<file path="src/rtl/risc_pkg.sv">
// Shared definitions for the RISC fetch front end.
//   SIZE          instruction / word-address width
//   MEM_SIZE      words in instruction memory (valid addresses 0..MEM_SIZE-1)
//   DEPTH         instruction FIFO entries
//   RESET_PC      first word address fetched after reset
//   fetch_state_e fetch unit FSM states
//   fetch_entry_t one FIFO entry: instruction word plus its word address
package risc_pkg;

  localparam int unsigned SIZE     = 32;
  localparam int unsigned MEM_SIZE = 128;
  localparam int unsigned DEPTH    = 2;
  localparam int unsigned RESET_PC = 0;

  typedef enum logic [1:0] {
    FETCH = 2'd0,
    FULL  = 2'd1,
    FAULT = 2'd2
  } fetch_state_e;

  typedef struct packed {
    logic [SIZE-1:0] instr;
    logic [SIZE-1:0] pc;
  } fetch_entry_t;

endpackage

</file>
<file path="src/rtl/fetch_fifo.sv">
// Synchronous FIFO of fetched {instr, pc} entries.
//   clk, rst_n   clock, asynchronous active-low reset
//   push, din    write an entry (accepted when not full, or full with a pop)
//   pop          remove the head (ignored when empty)
//   flush        empty the FIFO; overrides push and pop in the same cycle
//   dout         head entry, read straight from registered storage
//   full, empty  occupancy flags
//   count        number of stored entries
module fetch_fifo
  import risc_pkg::*;
#(
  parameter int unsigned DEPTH = 2,
  parameter int unsigned CW    = $clog2(DEPTH) + 1
) (
  input  logic          clk,
  input  logic          rst_n,
  input  logic          push,
  input  logic          pop,
  input  logic          flush,
  input  fetch_entry_t  din,
  output fetch_entry_t  dout,
  output logic          full,
  output logic          empty,
  output logic [CW-1:0] count
);

  localparam int unsigned PW = $clog2(DEPTH);

  logic [PW-1:0] wr_ptr_q, wr_ptr_d;
  logic [PW-1:0] rd_ptr_q, rd_ptr_d;
  logic [CW-1:0] count_q, count_d;
  fetch_entry_t  mem_q [DEPTH];
  fetch_entry_t  mem_d [DEPTH];

  logic do_push;
  logic do_pop;

  assign full  = (count_q == CW'(DEPTH));
  assign empty = (count_q == '0);
  assign count = count_q;
  assign dout  = mem_q[rd_ptr_q];

  assign do_pop  = pop && !empty;
  // A full FIFO still takes a push when the head leaves in the same cycle.
  assign do_push = push && (!full || do_pop);

  always_comb begin
    wr_ptr_d = wr_ptr_q;
    rd_ptr_d = rd_ptr_q;
    count_d  = count_q;
    mem_d    = mem_q;
    if (flush) begin
      wr_ptr_d = '0;
      rd_ptr_d = '0;
      count_d  = '0;
    end else begin
      if (do_push) begin
        mem_d[wr_ptr_q] = din;
        wr_ptr_d        = wr_ptr_q + PW'(1);
      end
      if (do_pop) begin
        rd_ptr_d = rd_ptr_q + PW'(1);
      end
      unique case ({do_push, do_pop})
        2'b10:   count_d = count_q + CW'(1);
        2'b01:   count_d = count_q - CW'(1);
        default: count_d = count_q;
      endcase
    end
  end

  always_ff @(posedge clk or negedge rst_n) begin
    if (!rst_n) begin
      wr_ptr_q <= '0;
      rd_ptr_q <= '0;
      count_q  <= '0;
      for (int unsigned i = 0; i < DEPTH; i++) begin
        mem_q[i] <= '0;
      end
    end else begin
      wr_ptr_q <= wr_ptr_d;
      rd_ptr_q <= rd_ptr_d;
      count_q  <= count_d;
      mem_q    <= mem_d;
    end
  end

endmodule

</file>
<file path="src/rtl/instr_fetch_unit.sv">
// Instruction fetch front end: owns the pc, addresses the combinational
// instruction memory, queues fetched words and hands them to decode.
//   clka, rsta              clock, asynchronous active-low reset
//   run                     fetch enable (FIFO drains regardless)
//   imem_addr / imem_data   word address out (= pc), instruction word in
//   redirect_valid/_pc      taken branch/jump from execute; flushes the FIFO
//   out_valid/_ready        decode handshake on the FIFO head
//   out_instr, out_pc       head instruction and its word address
//   fetch_fault             sticky: pc ran past the end of memory
module instr_fetch_unit
  import risc_pkg::*;
#(
  parameter int unsigned MEM_SIZE = risc_pkg::MEM_SIZE,
  parameter int unsigned DEPTH    = risc_pkg::DEPTH,
  parameter int unsigned RESET_PC = risc_pkg::RESET_PC
) (
  input  logic            clka,
  input  logic            rsta,
  input  logic            run,
  output logic [SIZE-1:0] imem_addr,
  input  logic [SIZE-1:0] imem_data,
  input  logic            redirect_valid,
  input  logic [SIZE-1:0] redirect_pc,
  output logic            out_valid,
  input  logic            out_ready,
  output logic [SIZE-1:0] out_instr,
  output logic [SIZE-1:0] out_pc,
  output logic            fetch_fault
);

  localparam int unsigned     CW         = $clog2(DEPTH) + 1;
  localparam logic [SIZE-1:0] MEM_LIMIT  = SIZE'(MEM_SIZE);
  localparam logic [SIZE-1:0] RESET_ADDR = SIZE'(RESET_PC);
  localparam logic [CW-1:0]   FILL_LEVEL = CW'(DEPTH - 1);

  fetch_state_e    state_q, state_d;
  logic [SIZE-1:0] pc_q, pc_d;
  logic            fault_q, fault_d;

  logic            push;
  logic            pop;
  logic            flush;
  logic            fifo_full;
  logic            fifo_empty;
  logic [CW-1:0]   fifo_count;
  logic [SIZE-1:0] next_pc;
  logic            can_fetch;
  fetch_entry_t    push_entry;
  fetch_entry_t    head;

  assign imem_addr   = pc_q;
  assign out_valid   = !fifo_empty;
  assign out_instr   = head.instr;
  assign out_pc      = head.pc;
  assign fetch_fault = fault_q;

  assign pop        = out_valid && out_ready;
  assign next_pc    = pc_q + SIZE'(1);
  assign can_fetch  = run && (pc_q < MEM_LIMIT) && (!fifo_full || pop);
  assign push_entry = '{instr: imem_data, pc: pc_q};

  always_comb begin
    state_d = state_q;
    pc_d    = pc_q;
    push    = 1'b0;
    flush   = 1'b0;
    if (redirect_valid) begin
      flush   = 1'b1;
      pc_d    = redirect_pc;
      state_d = (redirect_pc >= MEM_LIMIT) ? FAULT : FETCH;
    end else begin
      unique case (state_q)
        FETCH: begin
          if (pc_q >= MEM_LIMIT) begin
            state_d = FAULT;
          end else if (can_fetch) begin
            push = 1'b1;
            pc_d = next_pc;
            if (next_pc >= MEM_LIMIT) begin
              state_d = FAULT;
            end else if ((fifo_count == FILL_LEVEL) && !pop) begin
              state_d = FULL;
            end
          end
        end
        FULL: begin
          // The pop that releases FULL also frees a slot for this cycle's fetch.
          if (pop) begin
            state_d = FETCH;
            if (can_fetch) begin
              push = 1'b1;
              pc_d = next_pc;
              if (next_pc >= MEM_LIMIT) begin
                state_d = FAULT;
              end
            end
          end
        end
        FAULT: begin
          state_d = FAULT;
        end
        default: begin
          state_d = FETCH;
        end
      endcase
    end
    fault_d = (state_d == FAULT);
  end

  always_ff @(posedge clka or negedge rsta) begin
    if (!rsta) begin
      state_q <= FETCH;
      pc_q    <= RESET_ADDR;
      fault_q <= 1'b0;
    end else begin
      state_q <= state_d;
      pc_q    <= pc_d;
      fault_q <= fault_d;
    end
  end

  fetch_fifo #(
    .DEPTH (DEPTH),
    .CW    (CW)
  ) u_fifo (
    .clk   (clka),
    .rst_n (rsta),
    .push  (push),
    .pop   (pop),
    .flush (flush),
    .din   (push_entry),
    .dout  (head),
    .full  (fifo_full),
    .empty (fifo_empty),
    .count (fifo_count)
  );

endmodule

</file>
<file path="config.mk">
export PLATFORM = sky130hd
export DESIGN_NAME = instr_fetch_unit
export DESIGN_NICKNAME = d
export VERILOG_FILES = /design/src/rtl/risc_pkg.sv /design/src/rtl/fetch_fifo.sv /design/src/rtl/instr_fetch_unit.sv
export SDC_FILE = /design/constraint.sdc
export NUM_CORES = 1
export LEC_CHECK = 0
export ABC_CLOCK_PERIOD_IN_PS = 3350
export CAP_MARGIN = 30
export CORE_ASPECT_RATIO = 1.75
export CORE_MARGIN = 2
export CORE_UTILIZATION = 50
export CTS_CLUSTER_DIAMETER = 40
export CTS_CLUSTER_SIZE = 16
export DETAILED_ROUTE_END_ITERATION = 7
export GPL_ROUTABILITY_DRIVEN = 0
export PLACE_DENSITY = 0.86
export RECOVER_POWER = 25
export REMOVE_ABC_BUFFERS = 1
export SLEW_MARGIN = 25
export SYNTH_ARGS = -nofsm -noshare
export SYNTH_HDL_FRONTEND = slang
export SYNTH_SLANG_ARGS = --single-unit
</file>
<file path="constraint.sdc">
create_clock -name clka -period 3.35 [get_ports clka]
set_input_delay 0.67 -clock clka [delete_from_list [all_inputs] [get_ports clka]]
set_output_delay 0.67 -clock clka [all_outputs]
set_load 0.05 [all_outputs]
</file>
Word level (Yosys, flattened, before mapping). Index checks and enable logic that the tools add are counted.

Add/subtract/negate cells: 5. $lt $le $gt $ge: 7. Equal/unequal tests: 9. Multiplexer cells: 33. Bitwise operators: 3. Reductions and logical operators: 20.

Operators by type and width (number): two-way mux 64 bit (4); bitwise mux 128 bit (1); two-way mux 32 bit (4); >= comparator 32 x 8 -> 1 bit (second input constant) (3); demux 64 bit (select 1 bit) (1); one-hot mux 32 bit (2 select lines) (1); adder 32 x 1 -> 32 bit (second input constant) (1); less-than comparator 32 x 8 -> 1 bit (second input constant) (1); two-way mux 2 bit (10); two-way mux 1 bit (9); equality test 2 bit (second input constant) (4); logical AND 1 bit (7); equality test 2 x 1 -> 1 bit (second input constant) (3); != test 3 bit (second input constant) (2); one-hot mux 2 bit (3 select lines) (1); nonzero test 3 bit (2); >= comparator 2 bit (second input constant) (2); logical NOT 2 bit (2); NOT 1 -> 2 bit (2); one-hot mux 2 bit (2 select lines) (1); nonzero test 2 bit (2); logical NOT 1 bit (3); AND reduction 3 bit (1); adder 1 bit (second input constant) (2); other kinds (7) (8).

Bits in registers: 167. Input bits: 69. Output and inout bits: 98. Word-level logic and storage cells: 87.

Logic depth before layout (Yosys ltp).
Word-level depth: 13. Mapped depth: 11. Gate-level depth less buffers: 9.

Cells and area by module. Synthesis repeated with hierarchy kept, for this count alone.

Cell total of the unflattened synthesis: 606. Area, all modules: 8182.8 um^2.

Modules (own cells, without submodules): fetch_fifo (instances 1, cells an instance 365, area an instance 5911.9 um^2, seq. area each 3303.2 um^2); instr_fetch_unit (instances 1, cells an instance 241, area an instance 2270.9 um^2, seq. area each 875.8 um^2).

Worst setup path after synthesis. No wires, ideal clock.

Kind: register -> register. From: reg pc_q[0], in the netlist imem_addr[0]. To: reg fault_q, in the netlist fetch_fault. Setup time: 0.129 ns. Data arrival time: 2.606 ns. Data required time: 3.221 ns. Slack: 0.615 ns. Stages on the path, launching flop included: 9. Clock period less this slack: 2.735 ns. Cell sequence: dfrtp_1 > ha_1 > and3_1 > or3b_2 > a21boi_1 > o22ai_1 > nor4_2 > nand3_1 > o41a_1.

Word-level cells in the longest chain between the ends: 8. Elaborated cells on any way between the ends: 15.

Ends and longest elaborated chain: from (decl) (RTL line instr_fetch_unit.sv:37) `logic [SIZE-1:0] pc_q, pc_d;`; from (signal assigned) (RTL line instr_fetch_unit.sv:117) `pc_q <= pc_d;`; adder 32 x 1 -> 32 bit / less-than comparator 32 x 8 -> 1 bit (equally long branches) (RTL line instr_fetch_unit.sv:58, instr_fetch_unit.sv:59); >= comparator 32 x 8 -> 1 bit / logical AND 1 bit (equally long branches) (RTL line instr_fetch_unit.sv:79, instr_fetch_unit.sv:93, instr_fetch_unit.sv:59); two-way mux 2 bit, or another cell as far along (RTL line instr_fetch_unit.sv:79) `if (next_pc >= MEM_LIMIT) begin`; two-way mux 2 bit, on equally long branches (RTL line instr_fetch_unit.sv:76, instr_fetch_unit.sv:90); two-way mux 2 bit, on equally long branches (RTL line instr_fetch_unit.sv:74, instr_fetch_unit.sv:88); one-hot mux 2 bit (3 select lines) * (RTL line instr_fetch_unit.sv:72) `unique case (state_q)`; two-way mux 2 bit * (RTL line instr_fetch_unit.sv:67) `if (redirect_valid) begin`; equality test 2 bit * (RTL line instr_fetch_unit.sv:107) `fault_d = (state_d == FAULT);`; net fault_d (RTL line instr_fetch_unit.sv:38) `logic fault_q, fault_d;`; to (signal assigned) (RTL line instr_fetch_unit.sv:118) `fault_q <= fault_d;`; to (decl) (RTL line instr_fetch_unit.sv:38).

The timed path passes the listed nets; every way through them passes the cells marked *. A chain may end at the register's enable or synchronous reset.

Worst setup path in the final report.
From: reg u_fifo.rd_ptr_q. To: out out_pc[16].

Word-level cells in the longest chain between the ends: 4.

Ends and longest elaborated chain: from (decl) (RTL line fetch_fifo.sv:30) `logic [PW-1:0] rd_ptr_q, rd_ptr_d;`; from (signal assigned) (RTL line fetch_fifo.sv:82) `rd_ptr_q <= rd_ptr_d;`; NOT 1 -> 2 bit (implied by the code) (RTL line fetch_fifo.sv:41) `assign dout = mem_q[rd_ptr_q];`; two-way mux 64 bit (implied by the code) (3 in a row) (RTL line fetch_fifo.sv:41); to (decl) (RTL line instr_fetch_unit.sv:27) `output logic [SIZE-1:0] out_pc,`.

No other way between the ends. The select of a mux whose other input is x is not followed.

==> metrics.txt <==
CTS tree done; Die ar. 16700 um^2; CTS buffer count 17; port bufs 166; Max H-tree Level 4; total negative setup slack 0 ns; Die X 98.6 um; Die Ht 170 um; final max-slew violation count 78; CP peak stage delay 0.71 ns; Static Leak 4.77 nW; Longest Clk Path Bufs 2; Initial DRC Count 225; diode count 0; TritonRoute pass-1 iters 5; syn_area_per_cell 13.0 um^2; Area after DPL 9640 um^2; Setup Crit Path Kind reg -> out; clk root buf clkbuf_16; vias in the first global route 5850; clock skew 0.0191 ns; min Tclk post-route 2.98 ns; synth top area cells dfrtp_1 53%, mux2_2 17%, mux2_4 3.8%, mux2_1 3.4%, and2_1 2.2%; fraction of layout cells with a size suffix above 1 25.3%; setup repair bufs after CTS 0; violated checks capacitance limit, slew limit; grt total ovfl 0; Unique masters post-synth 54; RSZ-0062 raised after global routing no; final net count 841; hold_sp u_fifo.mem_q[0]$_DFFE_PN0P_; core footprint 15400 um^2; maximum clock rate 0.335 GHz; CTS Hold Buffers Added 0; Max-slew headroom -24.0%; initial antenna violation count 0; Slew @ Worst Pin 1.86 ns; Fin. Hold Viols 0; cell taking the most area after synthesis dfrtp_1; Worst-path clk slew 0.06 ns; Crit path required time 2.68 ns; largest net degree at the start of global routing 78; cells along the critical path buf_4 -> mux2_2 -> clkdlybuf4s50_1; fin area 10300 um^2; clock sinks 167; total vias in the final route 5453; crit share post-route 89.0%; Antenna Nets Post-Route 0; Hold WC Path Type reg -> reg; EDFF count, synth 0; area grow syn2layout 30.8%; Clk Latency, worst-skew pair 0.42 ns; Startpoint Class flop; Initial Util 50.9%; CP Launch Point u_fifo.rd_ptr_q$_DFFE_PN0P_; WL/cell 19.2 um; Crit Reg-Reg Startpoint imem_addr[0]$_DFFE_PN0P_; CP Max Fanout 35; most common flop cell mapped by yosys dfrtp_1; VDD IR-drop max 0.276 mV; DRC violations left 0; Rows 60; share of flip-flops with an asynchronous set or reset 100%; first-pass GRT wire length 30400 um; overall routing resource usage 22.9%; Post-Syn Instances 603; final setup fails 0; Post-CTS Resized 0; CP endpoint kind primary output; outcome finished with violations; crit path max-delay cell type clkdlybuf4s50_1; final wirelength 18500 um; sequential area share after synthesis 53.3%; PwrDens 479 nW/um^2; total chip power 0.00491 W; IO Pins 167; Synth top area share 53.3%; most numerous cell in the Yosys netlist dfrtp_1; max-capacitance violation count 1; post-layout util 66.6%; Ys Warns 0; post-synthesis cell area 7840 um^2; register bit total from synthesis 167; hpwl dp 13100 um; Final Hold Slack 0.480 ns; DR vias/cell 5.65; Critical Path AT 2.31 ns; Post-synth top cells 167 x dfrtp_1, 118 x mux2_2, 27 x and2_1, 27 x nor2b_1, 24 x mux2_1
state kept, by name, summed over array words and instances, names as in the netlist:
signal / flops
state_q: 2
u_fifo.mem_q: 128
fetch_fault: 1
u_fifo.count: 2
u_fifo.rd_ptr_q: 1
imem_addr: 32
u_fifo.wr_ptr_q: 1
worst paths after layout:
kind / endpoint / slack [ns] / cells past startpoint
max: out_pc[16] / 0.37 / 3
min: u_fifo.mem_q[0]$_DFFE_PN0P_ / 0.48 / 2
max reg2reg: fetch_fault$_DFF_PN0_ / 0.43 / 8
min reg2reg: u_fifo.mem_q[0]$_DFFE_PN0P_ / 0.48 / 2
max in group asynchronous: u_fifo.mem_q[23]$_DFFE_PN0P_ / 0.70 / 2
min in group asynchronous: imem_addr[25]$_DFFE_PN0P_ / 0.75 / 1
area by class of cell:
cell class,count,area (um^2)
Fill cell,1133,5140
Sequential cell,167,4180
Multi-Input combinational cell,394,3430
Timing Repair Buffer,178,1740
Clock buffer,17,425
Tap cell,186,233
Clock inverter,14,209
Inverter,9,33.8
cells by family (layout without fill, tap and decap cells):
| group | after synthesis | in the layout | share of synthesized area (%) |
|---|---|---|---|
| buf+inv | 42 | 218 | 2.92 |
| flops | 167 | 167 | 53.3 |
| simple gates | 160 | 160 | 12.5 |
| fa+ha+maj | 5 | 5 | 0.798 |
| xor+xnor | 14 | 14 | 1.56 |
| mux | 165 | 165 | 24.6 |
| compound gates | 50 | 50 | 4.25 |
power by group:
| part | switching [W] | internal (W) | leakage (nW) | total, W |
|---|---|---|---|---|
| combinational | 0.000386 | 0.000273 | 2.20 | 0.000658 |
| sequential | 0.0000959 | 0.00206 | 2.26 | 0.00216 |
| clock | 0.000827 | 0.00127 | 0.313 | 0.00209 |
| total | 0.00131 | 0.00360 | 4.77 | 0.00491 |
critical path, delay by kind of cell (launching register included):
family / cells / cell delay (ns)
DFF: 1 / 0.35
muxes: 1 / 0.40
buffers and inverters: 2 / 1.12
metrics by stage:
stage / instances / worst slack, ns
floorplan: 570 / -0.232
global route: 965 / 0.195
finish: 965 / 0.368
detailed placement: 934 / 0.477
CTS: 965 / 0.321
global placement: 934 / 0.543
per-layer routing:
layer / share of wire, % / track usage (%)
met1: 36 / 24.8
met4: 3.0 / 9.29
met3: 5.9 / 5.56
met2: 55 / 42.4
met5: 0 / 0
cells in the final DEF (no fill, tap or decap), drive strengths merged, types with 3 or more instances in the layout:
| cell type | synthesis | layout |
|---|---|---|
| nand3 | 14 | 14 |
| ha | 5 | 5 |
| buf | 17 | 12 |
| and3 | 9 | 9 |
| xor2 | 8 | 8 |
| nor2b | 27 | 27 |
| dfrtp | 167 | 167 |
| o21ai | 20 | 20 |
| nor2 | 13 | 13 |
| nor4 | 17 | 17 |
| inv | 9 | 16 |
| nand2 | 22 | 22 |
| and2 | 27 | 27 |
| nand4 | 11 | 11 |
| mux2i | 3 | 3 |
| mux2 | 162 | 162 |
| clkdlybuf4s50 | 0 | 164 |
| clkbuf | 16 | 19 |
| bufinv | 0 | 4 |
| a21oi | 5 | 5 |
| nor3 | 9 | 9 |
| nor3b | 4 | 4 |
| a311oi | 4 | 4 |
| o31ai | 3 | 3 |
| clkinv | 0 | 3 |
| xnor2 | 6 | 6 |
| a211oi | 4 | 4 |
(Power assumes the default switching activity.)
